## src/rtl/count_mod_ud.sv

```systemverilog
// ---------------------------------------------------------------------------
// count_mod_ud
// Up/down modulo counter with prescaler, synchronous load and cascade
// outputs. Drives display scan indices, refresh dividers and chained
// digit counters. Every register updates on the falling edge of clk, so the
// counter samples cleanly against rising-edge producers in the display path.
//
// Parameters
//   WIDTH   counter width in bits
//   MODULO  count range 0..MODULO-1 (2..2^WIDTH)
//   PRESC   enabled cycles per count step (1..65535)
//
// Ports
//   clk    in   clock, registers update on the falling edge
//   reset  in   synchronous active-high reset
//   en     in   count enable, advances the prescaler
//   dir    in   1 = count up, 0 = count down
//   load   in   synchronous load of din (clamped to MODULO-1)
//   din    in   load value
//   sat    in   saturate mode select (only with COUNT_MOD_SAT_EN)
//   outc   out  current count (registered)
//   zero   out  outc == 0
//   tc     out  terminal count: a step this cycle would wrap (cascade enable)
//   wrap   out  one-cycle registered pulse after a wrap
//
// Build option
//   COUNT_MOD_SAT_EN  when defined, sat=1 holds the counter at its limit
//                     instead of wrapping; otherwise sat is ignored.
// ---------------------------------------------------------------------------
module count_mod_ud #(
    parameter int WIDTH  = 5,
    parameter int MODULO = 32,
    parameter int PRESC  = 1
) (
    input  logic             clk,
    input  logic             reset,
    input  logic             en,
    input  logic             dir,
    input  logic             load,
    input  logic [WIDTH-1:0] din,
    input  logic             sat,
    output logic [WIDTH-1:0] outc,
    output logic             zero,
    output logic             tc,
    output logic             wrap
);

    localparam int PW = 16;
    // Limits are held in WIDTH+1 bits so MODULO = 2^WIDTH is representable.
    localparam logic [WIDTH:0]  MOD_LAST = (WIDTH+1)'(MODULO - 1);
    localparam logic [PW-1:0]   PSC_LAST = PW'(PRESC - 1);

    logic [PW-1:0]  psc;
    logic [WIDTH:0] cnt_ext;
    logic [WIDTH:0] din_ext;
    logic [WIDTH:0] load_val;
    logic [WIDTH:0] step_val;
    logic           at_top;
    logic           at_bot;
    logic           psc_last;
    logic           at_limit;
    logic           sat_on;

`ifdef COUNT_MOD_SAT_EN
    assign sat_on = sat;
`else
    logic unused_sat;
    assign unused_sat = sat;
    assign sat_on     = 1'b0;
`endif

    assign cnt_ext  = {1'b0, outc};
    assign din_ext  = {1'b0, din};
    assign at_top   = (cnt_ext == MOD_LAST);
    assign at_bot   = (outc == '0);
    assign psc_last = (psc == PSC_LAST);
    assign at_limit = dir ? at_top : at_bot;

    assign zero = at_bot;
    // Saturation suppresses the cascade enable: a held stage must not
    // advance the next one.
    assign tc   = en & psc_last & at_limit & ~sat_on;

    assign load_val = (din_ext > MOD_LAST) ? MOD_LAST : din_ext;

    always_comb begin
        step_val = cnt_ext;
        if (dir) begin
            if (at_top)
                step_val = sat_on ? cnt_ext : '0;
            else
                step_val = cnt_ext + 1'b1;
        end else begin
            if (at_bot)
                step_val = sat_on ? cnt_ext : MOD_LAST;
            else
                step_val = cnt_ext - 1'b1;
        end
    end

    always_ff @(negedge clk) begin
        if (reset) begin
            outc <= '0;
            psc  <= '0;
            wrap <= 1'b0;
        end else if (load) begin
            outc <= load_val[WIDTH-1:0];
            psc  <= '0;
            wrap <= 1'b0;
        end else if (en) begin
            if (psc_last) begin
                psc  <= '0;
                outc <= step_val[WIDTH-1:0];
                wrap <= at_limit & ~sat_on;
            end else begin
                psc  <= psc + 1'b1;
                wrap <= 1'b0;
            end
        end else begin
            wrap <= 1'b0;
        end
    end

endmodule

```

## config.mk

```make
export PLATFORM = sky130hd
export DESIGN_NAME = count_mod_ud
export DESIGN_NICKNAME = d
export VERILOG_FILES = /design/src/rtl/count_mod_ud.sv
export SDC_FILE = /design/constraint.sdc
export NUM_CORES = 1
export LEC_CHECK = 0
export ABC_AREA = 1
export BUFFER_PORTS_ARGS = -buffer_cell sky130_fd_sc_hd__buf_2
export CAP_MARGIN = 10
export CORE_MARGIN = 3
export CORE_UTILIZATION = 35
export CTS_BUF_LIST = sky130_fd_sc_hd__clkbuf_4 sky130_fd_sc_hd__clkbuf_8 sky130_fd_sc_hd__clkbuf_16
export DETAILED_ROUTE_END_ITERATION = 7
export SLEW_MARGIN = 20
export SYNTH_ARGS = -nofsm -noshare
export SYNTH_HDL_FRONTEND = slang
export SYNTH_SLANG_ARGS = --single-unit
```

## constraint.sdc

```tcl
create_clock -name clk -period 4.6 [get_ports clk]
set_clock_uncertainty 0.2 [all_clocks]
set_input_delay 0.46 -clock clk [delete_from_list [all_inputs] [get_ports clk]]
set_output_delay 0.46 -clock clk [all_outputs]
set_load 0.005 [all_outputs]
```

Yosys cells after proc, flatten, opt, wreduce, memory -nomap -nowiden
Index checks and enable logic that the tools add are counted.
{"block": "classes", "n_addsub": 3, "order_cmp": 1, "eq_ne": 1, "muxes": 9, "bitwise": 4, "n_reduce_logical": 7}
{"op": "5-bit 2-to-1 mux", "n": 7}
{"op": "16-bit by 1-bit adder with 16-bit output (second input constant)", "n": 1}
{"op": "16-bit zero test", "n": 1}
{"op": "16-bit 2-to-1 mux", "n": 1}
{"op": "5-bit by 1-bit adder with 5-bit output (second input constant)", "n": 1}
{"op": "5-bit == test (second input constant)", "n": 1}
{"op": "5-bit > comparator (second input constant)", "n": 1}
{"op": "5-bit zero test", "n": 1}
{"op": "5-bit by 1-bit subtractor with 5-bit output (second input constant)", "n": 1}
{"op": "2-bit nonzero test", "n": 2}
{"op": "4-bit OR reduction", "n": 1}
{"op": "1-bit bitwise AND", "n": 2}
{"op": "1-bit inverter", "n": 2}
{"op": "2-bit AND reduction", "n": 1}
{"op": "2-bit OR reduction", "n": 1}
{"op": "1-bit 2-to-1 mux", "n": 1}
{"block": "word_totals", "register_bits": 22, "in_bits": 11, "output_inout_bits": 8, "elab_cells": 28}

Longest topological paths before layout
{"block": "depth", "word_depth": 6, "mapped_depth": 11, "mapped_depth_nobuf": 11}

==> impl_metrics.toml <==
[outcome]
status = "finished, final reports clean"

[yosys]
synth-warning-count = 0
synth-seq-cells = 22
synth_cell_type_count = 28
postSynthAreaPerCell_sq_um = 6.17
post_syn_area_sq_um = 1480
synth_cells = 240
synth_sequential_area_ratio = 0.297
syn-num-nets = 256

[sta]
worst_slew_margin_rel = 0.789
grt_setup_unrepaired = "yes"
setup_violations = 0
fin_ws_ns = 0.0784
finalHoldViolations = 0
timing_worst_slew_pin_value_ns = 0.314
fin_worst_hold_slack_ns = 0.310
setup_tns_ns = 0
timing_max_transition_violations_final = 0

[cts]
cts.sink_count = 22
ctsRootBufferMaster = "clkbuf_8"
clk_pin_slew_ns = 0.04
number_of_buffers_inserted_during_clock_tree_synthesis = 3
htree_levels = 1
tritoncts = "done"
max-clock-path-buffers = 2
clk_latency_ns = 0.34

[floorplan]
fp-row-count = 23
number_of_top_level_design_ports = 19
die_x_microns = 71.1
floorplan.die_area_sq_um = 5050
starting_density_of_the_core = 0.368
core_area_sq_um = 4030
die_h_microns = 71.1

[power]
report.power.total_mw = 0.480
p_leak_nw = 0.858
powerDensity_nw_per_um2 = 264
vdd.ir_drop.worst_mv = 0.123

[place]
buffer_ports.inserted = 17
placed_area_sq_um = 1620
routability_congestion = 0.824
dp_cells = 305
dp_hpwl_mm = 2.54
dpl_worst_slack_ns = 0.275

[detailed_routing]
wl_per_cell_microns = 10.4
route.vias.total = 1556
drt-pass1-iter-count = 4
detail-route-antenna-nets = 0
drt_wl_total_mm = 3.47
drc = 0
route.detailed.vias_per_inst = 4.67
drt-initial-drc-count = 66

[global_routing]
groute.usage.overall = 0.150
grt.overflow.total = 0
grt_antenna_before_repair = 0
grt_pass1_vias = 1465
pin_count_of_the_biggest_net_entering_global_routing = 13
grt_pass1_wl_mm = 6.20

[run]
max-cap-violations = 0

[setup_path]
worst_path_fanout_max = 3
endpoint_kind = "primary output"
worstPathArrival_ns = 3.86
timing.critical_path.from_type = "flip-flop"
cp_data_required_time_ns = 3.94
worst-setup-path-type = "flip-flop to primary output"

[cells_and_area]
fillCellCount = 435
register_area_sq_um = 450
fin_area_sq_um = 1820
drive_gt1_frac = 0.194
multiInputGateArea_sq_um = 951
final_net_count = 300
areaGrowthSynthToFinish_pct = 22.8
fin_util = 0.452
antennaDiodeCount = 0
stdcell_count = 333

[min_path]
hold_path.class = "flip-flop to flip-flop"
[registers in the layout, indices dropped and copies added (netlist names)]
name / flops
outc: 5
wrap: 1
psc: 16
[power breakdown]
group          switching [mW]  internal [mW]
logic                  0.0427         0.0328
registers             0.00892          0.198
clock network           0.113         0.0850
[layer usage]
layer  wire length, microns  GRT usage  up-vias
met2                   1530      0.217       31
met3                    201     0.0483        4
met1                   1710      0.194      677
met4                     33     0.0835        0
li1                       -          -      844
met5                      0          0        -
[cell usage in the layout, fill, tap and decap left out, drive strengths merged]
master / count
nand2: 65
inv: 50
nor2: 50
dfxtp: 22
nand3: 21
buf: 20
o21ai: 10
a21oi: 9
nand4: 6
or2: 6
nor3: 5
ha: 5
xor2: 4
clkbuf: 3
clkinvlp: 2
nand3b: 1
clkinv: 1
a211oi: 1
o21bai: 1
nor3b: 1
[what timing repair did]
item	4_1_cts	5_1_grt
gates resized for setup	6	11
pin swaps	1	4
endpoints found under the setup margin	1	1
hold buffers	0	0
buffers inserted	2	1
[final cells by class]
cell class	instances	share of cell area
Clock inverter	23	0.0481
Timing Repair Buffer	20	0.0591
Tap cell	50	0.0344
Multi-Input combinational cell	185	0.523
Sequential cell	22	0.248
Inverter	30	0.0653
Clock buffer	3	0.0227
[worst paths after layout]
path | from | cells past startpoint | endpoint | slack (ns)
setup / recovery | outc[0]$_SDFFE_NP0P_ | 9 | tc | 0.08
hold / removal | outc[3]$_SDFFE_NP0P_ | 2 | outc[3]$_SDFFE_NP0P_ | 0.31
setup reg to reg | outc[0]$_SDFFE_NP0P_ | 7 | outc[4]$_SDFFE_NP0P_ | 2.84
hold reg to reg | outc[3]$_SDFFE_NP0P_ | 2 | outc[3]$_SDFFE_NP0P_ | 0.31
[worst max-delay path, stage by stage (launching register included)]
cell	delay, ns
dfxtp_4	0.37
ha_4	0.13
nand2_2	0.06
nor2_2	0.08
ha_2	0.20
nand2_2	0.06
nand2_1	0.06
inv_1	0.05
nor2_1	0.10
buf_2	0.12
[logic make-up (layout without fill, tap and decap cells)]
| group | Yosys count | count (layout) | share of synthesized area |
|---|---|---|---|
| buf+inv | 33 | 76 | 0.0861 |
| simple gates | 155 | 155 | 0.469 |
| xor+xnor | 4 | 4 | 0.0236 |
| flops | 22 | 22 | 0.297 |
| compound gates | 21 | 21 | 0.0819 |
| fa+ha+maj | 5 | 5 | 0.0422 |
[cell usage after synthesis]
| cell type | number | area, sq um |
|---|---|---|
| inv_4 | 1 | 6.26 |
| nand2_2 | 1 | 6.26 |
| nor3_1 | 5 | 25.0 |
| dfxtp_1 | 22 | 440 |
| nand2_1 | 61 | 229 |
| a211oi_1 | 1 | 7.51 |
| nand4_1 | 6 | 37.5 |
| nor2_1 | 47 | 176 |
| nor2_4 | 2 | 22.5 |
| nor3b_1 | 1 | 7.51 |
| ha_1 | 5 | 62.6 |
| o21ai_1 | 1 | 5.00 |
| o21ai_2 | 2 | 17.5 |
| inv_1 | 28 | 105 |
| nand2_4 | 3 | 33.8 |
| a21oi_1 | 8 | 40.0 |
| o21bai_1 | 1 | 7.51 |
| nand3_1 | 21 | 105 |
| clkbuf_1 | 1 | 3.75 |
| nor2_2 | 1 | 6.26 |
| xor2_1 | 4 | 35.0 |
| buf_2 | 1 | 5.00 |
| nand3b_1 | 1 | 7.51 |
| clkinv_1 | 1 | 3.75 |
| a21oi_2 | 1 | 8.76 |
| or2_2 | 6 | 37.5 |
| inv_2 | 1 | 3.75 |
| o21ai_0 | 7 | 35.0 |
No activity file was read; power rests on OpenSTA's default activity.
